--- src/rtl/nn_config_loader.sv ---
// -----------------------------------------------------------------------------
// nn_config_loader
//   Initiator side of the neuron weight/bias configuration bus. Consumes a
//   32-bit host word stream, decodes packet headers, and broadcasts weights and
//   biases to every neuron together with the target layer/neuron numbers.
//
//   Header word: [31] type (0 = weights, 1 = bias), [30] reserved,
//                [29:24] layer, [23:16] neuron, [15:0] weight count.
//
// Ports
//   clk               system clock
//   rst               synchronous, active-high reset
//   s_data            host stream word (header or payload)
//   s_valid           s_data valid
//   s_ready           word accepted this cycle (low only while rst is high)
//   weight_valid      one weight on weight_value this cycle
//   bias_valid        bias on bias_value this cycle
//   weight_value      weight word (holds while weight_valid is low)
//   bias_value        bias word (holds while bias_valid is low)
//   config_layer_num  target layer, zero-extended
//   config_neuron_num target neuron, zero-extended
//   pkt_done          one-cycle pulse when a packet has been fully consumed
//   err               sticky illegal-header flag, cleared only by rst
//   busy              FSM is not in IDLE
// -----------------------------------------------------------------------------
module nn_config_loader #(
  parameter int unsigned max_weight = 784,
  parameter int unsigned num_layers = 4
) (
  input  logic        clk,
  input  logic        rst,
  input  logic [31:0] s_data,
  input  logic        s_valid,
  output logic        s_ready,
  output logic        weight_valid,
  output logic        bias_valid,
  output logic [31:0] weight_value,
  output logic [31:0] bias_value,
  output logic [31:0] config_layer_num,
  output logic [31:0] config_neuron_num,
  output logic        pkt_done,
  output logic        err,
  output logic        busy
);

  typedef enum logic [1:0] {
    ST_IDLE,
    ST_WEIGHTS,
    ST_BIAS,
    ST_DISCARD
  } state_t;

  // Registered state and outputs
  state_t      r_state;
  logic [15:0] r_remaining;
  logic        r_weight_valid;
  logic        r_bias_valid;
  logic [31:0] r_weight_value;
  logic [31:0] r_bias_value;
  logic [31:0] r_layer_num;
  logic [31:0] r_neuron_num;
  logic        r_pkt_done;
  logic        r_err;

  // Next-state values
  state_t      w_state_nxt;
  logic [15:0] w_remaining_nxt;
  logic        w_weight_valid_nxt;
  logic        w_bias_valid_nxt;
  logic [31:0] w_weight_value_nxt;
  logic [31:0] w_bias_value_nxt;
  logic [31:0] w_layer_num_nxt;
  logic [31:0] w_neuron_num_nxt;
  logic        w_pkt_done_nxt;
  logic        w_err_nxt;

  // Header decode (only meaningful when the current word is a header)
  logic        w_beat;
  logic        w_hdr_is_bias;
  logic [5:0]  w_hdr_layer;
  logic [7:0]  w_hdr_neuron;
  logic [15:0] w_hdr_count;
  logic        w_hdr_bad_layer;
  logic        w_hdr_oversize;
  logic [15:0] w_hdr_discard_len;

  // There is no backpressure: every cycle outside reset accepts a word.
  assign s_ready = ~rst;
  assign w_beat  = s_valid & s_ready;

  assign w_hdr_is_bias     = s_data[31];
  assign w_hdr_layer       = s_data[29:24];
  assign w_hdr_neuron      = s_data[23:16];
  assign w_hdr_count       = s_data[15:0];
  assign w_hdr_bad_layer   = ({26'd0, w_hdr_layer} >= 32'(num_layers));
  assign w_hdr_oversize    = ({16'd0, w_hdr_count} > 32'(max_weight));
  // A packet with an illegal layer still has to be drained: one word for a
  // bias packet, count words for a weight packet.
  assign w_hdr_discard_len = w_hdr_is_bias ? 16'd1 : w_hdr_count;

  // NOTE: every signal assigned in this block gets a default first, so no
  // path through the case statement can leave one unassigned and infer a latch.
  always_comb begin
    w_state_nxt        = r_state;
    w_remaining_nxt    = r_remaining;
    w_weight_valid_nxt = 1'b0;
    w_bias_valid_nxt   = 1'b0;
    w_weight_value_nxt = r_weight_value;
    w_bias_value_nxt   = r_bias_value;
    w_layer_num_nxt    = r_layer_num;
    w_neuron_num_nxt   = r_neuron_num;
    w_pkt_done_nxt     = 1'b0;
    w_err_nxt          = r_err;

    case (r_state)
      ST_IDLE: begin
        if (w_beat) begin
          // Config numbers are published at the header so they are stable
          // before the first payload valid of the packet.
          w_layer_num_nxt  = {26'd0, w_hdr_layer};
          w_neuron_num_nxt = {24'd0, w_hdr_neuron};
          if (w_hdr_bad_layer) begin
            w_err_nxt = 1'b1;
            if (w_hdr_discard_len == 16'd0) begin
              w_pkt_done_nxt = 1'b1;
            end else begin
              w_remaining_nxt = w_hdr_discard_len;
              w_state_nxt     = ST_DISCARD;
            end
          end else if (w_hdr_is_bias) begin
            w_state_nxt = ST_BIAS;
          end else if (w_hdr_count == 16'd0) begin
            w_pkt_done_nxt = 1'b1;
          end else if (w_hdr_oversize) begin
            w_err_nxt       = 1'b1;
            w_remaining_nxt = w_hdr_count;
            w_state_nxt     = ST_DISCARD;
          end else begin
            w_remaining_nxt = w_hdr_count;
            w_state_nxt     = ST_WEIGHTS;
          end
        end
      end

      ST_WEIGHTS: begin
        if (w_beat) begin
          w_weight_valid_nxt = 1'b1;
          w_weight_value_nxt = s_data;
          w_remaining_nxt    = r_remaining - 16'd1;
          if (r_remaining == 16'd1) begin
            w_pkt_done_nxt = 1'b1;
            w_state_nxt    = ST_IDLE;
          end
        end
      end

      ST_BIAS: begin
        if (w_beat) begin
          w_bias_valid_nxt = 1'b1;
          w_bias_value_nxt = s_data;
          w_pkt_done_nxt   = 1'b1;
          w_state_nxt      = ST_IDLE;
        end
      end

      ST_DISCARD: begin
        if (w_beat) begin
          w_remaining_nxt = r_remaining - 16'd1;
          if (r_remaining == 16'd1) begin
            w_pkt_done_nxt = 1'b1;
            w_state_nxt    = ST_IDLE;
          end
        end
      end

      default: begin
        w_state_nxt     = ST_IDLE;
        w_remaining_nxt = 16'd0;
      end
    endcase
  end

  // NOTE: sequential state uses non-blocking assignments so every register
  // samples the pre-edge values, independent of statement order.
  always_ff @(posedge clk) begin
    if (rst) begin
      r_state        <= ST_IDLE;
      r_remaining    <= 16'd0;
      r_weight_valid <= 1'b0;
      r_bias_valid   <= 1'b0;
      r_weight_value <= 32'd0;
      r_bias_value   <= 32'd0;
      r_layer_num    <= 32'd0;
      r_neuron_num   <= 32'd0;
      r_pkt_done     <= 1'b0;
      r_err          <= 1'b0;
    end else begin
      r_state        <= w_state_nxt;
      r_remaining    <= w_remaining_nxt;
      r_weight_valid <= w_weight_valid_nxt;
      r_bias_valid   <= w_bias_valid_nxt;
      r_weight_value <= w_weight_value_nxt;
      r_bias_value   <= w_bias_value_nxt;
      r_layer_num    <= w_layer_num_nxt;
      r_neuron_num   <= w_neuron_num_nxt;
      r_pkt_done     <= w_pkt_done_nxt;
      r_err          <= w_err_nxt;
    end
  end

  assign weight_valid      = r_weight_valid;
  assign bias_valid        = r_bias_valid;
  assign weight_value      = r_weight_value;
  assign bias_value        = r_bias_value;
  assign config_layer_num  = r_layer_num;
  assign config_neuron_num = r_neuron_num;
  assign pkt_done          = r_pkt_done;
  assign err               = r_err;
  assign busy              = (r_state != ST_IDLE);

endmodule
--- config.mk ---
export PLATFORM = sky130hd
export DESIGN_NAME = nn_config_loader
export DESIGN_NICKNAME = d
export VERILOG_FILES = /design/src/rtl/nn_config_loader.sv
export SDC_FILE = /design/constraint.sdc
export NUM_CORES = 1
export LEC_CHECK = 0
export BUFFER_PORTS_ARGS = -buffer_cell sky130_fd_sc_hd__buf_2
export CAP_MARGIN = 20
export CORE_ASPECT_RATIO = 1.5
export CORE_UTILIZATION = 45
export CTS_BUF_LIST = sky130_fd_sc_hd__clkbuf_2 sky130_fd_sc_hd__clkbuf_4 sky130_fd_sc_hd__clkbuf_8
export CTS_CLUSTER_DIAMETER = 60
export CTS_CLUSTER_SIZE = 16
export DETAILED_ROUTE_END_ITERATION = 6
export GPL_TIMING_DRIVEN = 0
export PLACE_DENSITY = 0.76
export SLEW_MARGIN = 15
export SYNTH_ARGS = -nofsm -noshare
export SYNTH_HDL_FRONTEND = slang
export SYNTH_SLANG_ARGS = --single-unit
--- constraint.sdc ---
create_clock -name clk -period 5.1 [get_ports clk]
set_clock_uncertainty 0.2 [all_clocks]
set_input_delay 0.765 -clock clk [delete_from_list [all_inputs] [get_ports clk]]
set_output_delay 0.765 -clock clk [all_outputs]
set_load 0.01 [all_outputs]
### Word level (Yosys, flattened, before mapping)

Cells that the tools add are included.

* input bits: 35
* logic and storage cells: 77
* register bits: 100

* magnitude comparators: 2
* eq/ne operators: 14
* add/subtract/negate cells: 1
* bitwise logic cells: 4
* muxes and demuxes: 31
* reduce and logical (&&, ||, !) cells: 15

Operator list (count)
* $mux W16: 7
* $logic_not A16 Y1: 2
* $pmux W16 S2: 1
* $mux W2: 9
* $eq A16 B1 Y1 const B: 1
* $gt A16 B10 Y1 const B: 1
* $sub A16 B1 Y16 const B: 1
* $mux W1: 12
* $reduce_and A6 Y1: 2
* $ne A3 B3 Y1 const B: 3
* $ge A6 B3 Y1 const B: 1
* $ne A2 B1 Y1 const B: 3
* $ne A2 B2 Y1 const B: 3
* $pmux W2 S3: 1
* $reduce_and A2 Y1: 3
* $reduce_bool A2 Y1: 3
* $reduce_or A2 Y1: 3
* $reduce_and A5 Y1: 1
* $eq A2 B2 Y1 const B: 2
* $ne A4 B4 Y1 const B: 1
* $not A1 Y1: 3
* $pmux W1 S3: 1
* $eq A2 B1 Y1 const B: 1
* $logic_not A2 Y1: 1
* $and A1 B1 Y1: 1

### Longest topological paths before layout

* depth in word-level cells: 7
* depth in mapped cells: 7
* depth with buffers taken out: 7

### Worst setup path before layout

No wires, ideal clock.

* path kind: in2reg
* from: input s_data[0]
* to: register r_remaining[0]
* data arrival time: 2.001 ns
* setup time: 0.116 ns
* stages on the path: 6
* path slack: 2.783 ns
* data required time: 4.784 ns
* buffers on the path: 1
* cell sequence: or4_4 nor2_4 a311o_4 buf_6 a221oi_2 a31o_1

* longest elaborated chain between the ends: 5
* elaborated cells between the ends (all ways): 12

RTL lines
* from (decl): line 32 `input logic [31:0] s_data,`
* branches (longest 5 deep; another with $mux W16)
* to (signal assigned): line 199 `r_remaining <= w_remaining_nxt;`
* to (decl): line 55 `logic [15:0] r_remaining;`

Parallel ways; which one is timed is not known. The select of a mux whose other input is x is not followed.
A chain may end at the register's enable or synchronous reset.

### Final worst setup path

* from: input rst
* to: output s_ready

* longest elaborated chain between the ends: 1

RTL lines
* from (decl): line 31 `input logic rst,`
* $not A1 Y1: line 88 `assign s_ready = ~rst;`
* to (decl): line 34 `output logic s_ready,`

No other way between the ends.

==> impl_metrics.csv <==
group,metric,value,unit
job,max_cap_viol_count,0,
floorplanning,io_pins,169,
routing,postRouteAntennaNets,0,
global_route,grt_max_degree,18,
global_route,antenna_found_initial,0,
clock_network,cts_max_path_buffers,2,
clock_network,clk_pin_slew,90,ps
layout,finalNetCount,778,
timing,grt_setup_unrepaired,"no",
placed_design,dpl.hpwl,10300,um
placed_design,placed_cell_area,0.00544,mm^2
clock_network,tritoncts,"built",
timing,hold_viol_final,0,
layout,drive_gt1_share,28.8,%
critical_path,critPathTopFamily,"buffers and inverters",
hold_path,min_path_type,"reg -> reg",
critical_path,worstPathArrival,1790,ps
timing,setup_violations,0,
timing,min_period,2750,ps
floorplanning,chipWidth,83.9,um
layout,fin_util,58.0,%
power_and_ir_drop,peakVddDrop,282,uV
timing,drv_slew,0,
synth,synth_cell_types,57,
synth,ys_seq_area_share,44.2,%
layout,area_delta_synth_final,24.8,%
critical_path,cp_common_cell,"buf_2",
timing,fmax,363,MHz
status,status,"finished with violations",
routing,wirelength,13400,um
routing,drc,22,
routing,wire_per_inst,15.6,um
synth,ys_warn_count,0,
layout,antennaDiodeCount,0,
synth,syn_area_per_cell,8.03,um^2
clock_network,cts_buffers,9,
critical_path,cp_slowest_cell,"clkbuf_1",
clock_network,cts_max_level,3,
status,violations,"design-rule violations",
layout,design_area,0.00565,mm^2
global_route,grt.overflow.total,0,
floorplanning,die-area,0.0105,mm^2
clock_network,cts_resized,0,
timing,tns,0,ps
global_route,grt_pass1_vias,4250,
critical_path,worst-setup-path-type,"in -> out",
clock_network,clock_sinks,100,
clock_network,cts_hold_buf,0,
routing,first_pass_iters,7,
routing,drt-initial-drc-count,282,
placed_design,port_buffers,117,
routing,num_vias,4450,
critical_path,end_kind,"output pin",
critical_path,crit_chain,"buf_2 > clkbuf_1 > inv_1 > buf_2",
power_and_ir_drop,power.leakage,2.56,nW
floorplanning,core-area,0.00974,mm^2
clock_network,worst_skew_pair.late_latency,370,ps
floorplanning,die-height,125,um
power_and_ir_drop,power_density,298,mW/mm^2
global_route,grt_pass1_wl,21200,um
routing,viasPerCell,5.17,
global_route,grt_use_total,25.7,%
placed_design,globalplace.congestion,0.903,
critical_path,cp_slowest_stage_delay,410,ps
synth,synth_seq_cells,100,
timing,timing.final.crit_share,53.9,%
synth,synth_cells,564,
floorplanning,start_util,46.5,%
critical_path,worstPathMaxFanout,10,
critical_path,path_buf_inv,4,
clock_network,post_cts_buffers,0,
critical_path,worstPathRequired,4140,ps
floorplanning,placementRows,44,
synth,syn-cell-area,0.00453,mm^2
timing,tightest_slew,881,ps
clock_network,clockRootBuffer,"clkbuf_8",
timing,slew_headroom,40.9,%
critical_path,startpoint_type,"primary input",
[synth_stat cells, drive strengths merged]
| cell type | count | area share [%] |
|---|---|---|
| a211oi | 3 | 0.72 |
| a21o | 1 | 0.17 |
| a21oi | 93 | 10 |
| a221oi | 4 | 1.1 |
| a222oi | 2 | 0.44 |
| a22o | 2 | 0.39 |
| a22oi | 4 | 0.66 |
| a311o | 1 | 0.44 |
| a31o | 1 | 0.19 |
| a31oi | 1 | 0.14 |
| a32oi | 2 | 0.39 |
| and3b | 1 | 0.19 |
| buf | 62 | 10 |
| clkbuf | 23 | 1.9 |
| conb | 1 | 0.083 |
| dfxtp | 100 | 44 |
| ha | 2 | 0.55 |
| inv | 12 | 0.99 |
| mux2 | 2 | 0.50 |
| mux2i | 1 | 0.22 |
| nand2 | 170 | 14 |
| nand2b | 3 | 0.41 |
| nand3 | 6 | 0.66 |
| nand3b | 2 | 0.33 |
| nand4 | 5 | 0.69 |
| nor2 | 11 | 1.1 |
| nor2b | 3 | 0.41 |
| nor3 | 6 | 1.2 |
| nor3b | 3 | 0.61 |
| nor4 | 6 | 1.2 |
| nor4b | 2 | 0.72 |
| o2111ai | 1 | 0.19 |
| o21ai | 3 | 0.33 |
| o22ai | 6 | 0.83 |
| o2bb2ai | 1 | 0.19 |
| o31ai | 2 | 0.44 |
| o32ai | 2 | 0.55 |
| o41ai | 2 | 0.39 |
| or2 | 2 | 0.28 |
| or3 | 5 | 0.69 |
| or4 | 2 | 0.50 |
| xnor2 | 3 | 0.58 |
[cells by family (layout without fill, tap and decap cells)]
family / count (synthesis) / after routing / share of synthesized area [%]
mux: 3 / 3 / 0.718
other cells: 1 / 50 / 0.0828
xor+xnor: 3 / 3 / 0.580
simple gates: 227 / 227 / 23.0
compound gates: 131 / 131 / 18.0
fa+ha+maj: 2 / 2 / 0.553
flops: 100 / 100 / 44.2
buf+inv: 97 / 230 / 12.9
[final timing paths]
| path | from | endpoint | slack [ps] | cells after the start |
|---|---|---|---|---|
| max | rst | s_ready | 2350 | 4 |
| min reg2reg | weight_value[8]$_SDFFE_PP0P_ | weight_value[8]$_SDFFE_PP0P_ | 260 | 2 |
| max reg2reg | r_state[1]$_SDFFE_PP0P_ | r_remaining[3]$_SDFFE_PP0P_ | 2690 | 6 |
| min | weight_value[8]$_SDFFE_PP0P_ | weight_value[8]$_SDFFE_PP0P_ | 260 | 2 |
[stage by stage]
stage	cells	setup slack [ps]	total power [mW]	hold slack [ps]
6_report	861	2350	1.68	256
2_1_floorplan	613	2780	1.06	276
3_3_place_gp	845	2080	1.15	240
4_1_cts	861	2370	1.68	259
3_5_place_dp	845	2080	1.16	246
5_1_grt	861	2240	1.75	279
[tightest hold or removal path, delay by kind of cell (launching register included)]
family / cells / cell delay [ps]
AND/OR/NAND/NOR: 1 / 50
AO/OA/AOI/OAI: 1 / 50
flip-flops: 1 / 320
[per-layer routing]
layer / share of wire [%] / global-route usage (%)
met5: 0 / 0
met4: 4.0 / 12.9
met3: 6.7 / 6.23
met2: 51 / 46.1
met1: 38 / 27.7
[where the power goes]
group / switching (mW) / internal [mW] / total, mW
Clock: 0.291 / 0.247 / 0.538
Sequential: 0.0260 / 0.811 / 0.837
Combinational: 0.186 / 0.123 / 0.309
Total: 0.503 / 1.18 / 1.68
[layout by cell type (no fill, tap or decap), types with 5 or more instances in the layout]
| cell type | count |
|---|---|
| nand2_1 | 170 |
| buf_2 | 125 |
| dfxtp_1 | 100 |
| a21oi_1 | 91 |
| buf_4 | 52 |
| conb_1 | 50 |
| clkbuf_1 | 23 |
| inv_1 | 11 |
| nor2_1 | 10 |
| clkbuf_8 | 9 |
| nand3_1 | 6 |
| o22ai_1 | 6 |
| or3_1 | 5 |
| nor4_1 | 5 |
| nand4_1 | 5 |
[final cells by class]
type / count / area (um^2)
tap: 115 / 144
sequential: 100 / 2000
clock inverter: 5 / 70.1
multi-input combinational: 416 / 2130
inverter: 12 / 45.0
timing repair buffer: 117 / 586
fill: 940 / 4090
clock buffer: 11 / 139
buffer: 85 / 539
[registers in the layout, summed over array words and instances, names as in the netlist]
name               cells
weight_value          32
pkt_done               1
bias_valid             1
config_layer_num       6
r_remaining           16
config_neuron_num      8
err                    1
bias_value            32
weight_valid           1
r_state                2
Note: power is estimated with default switching activity, not from simulation.
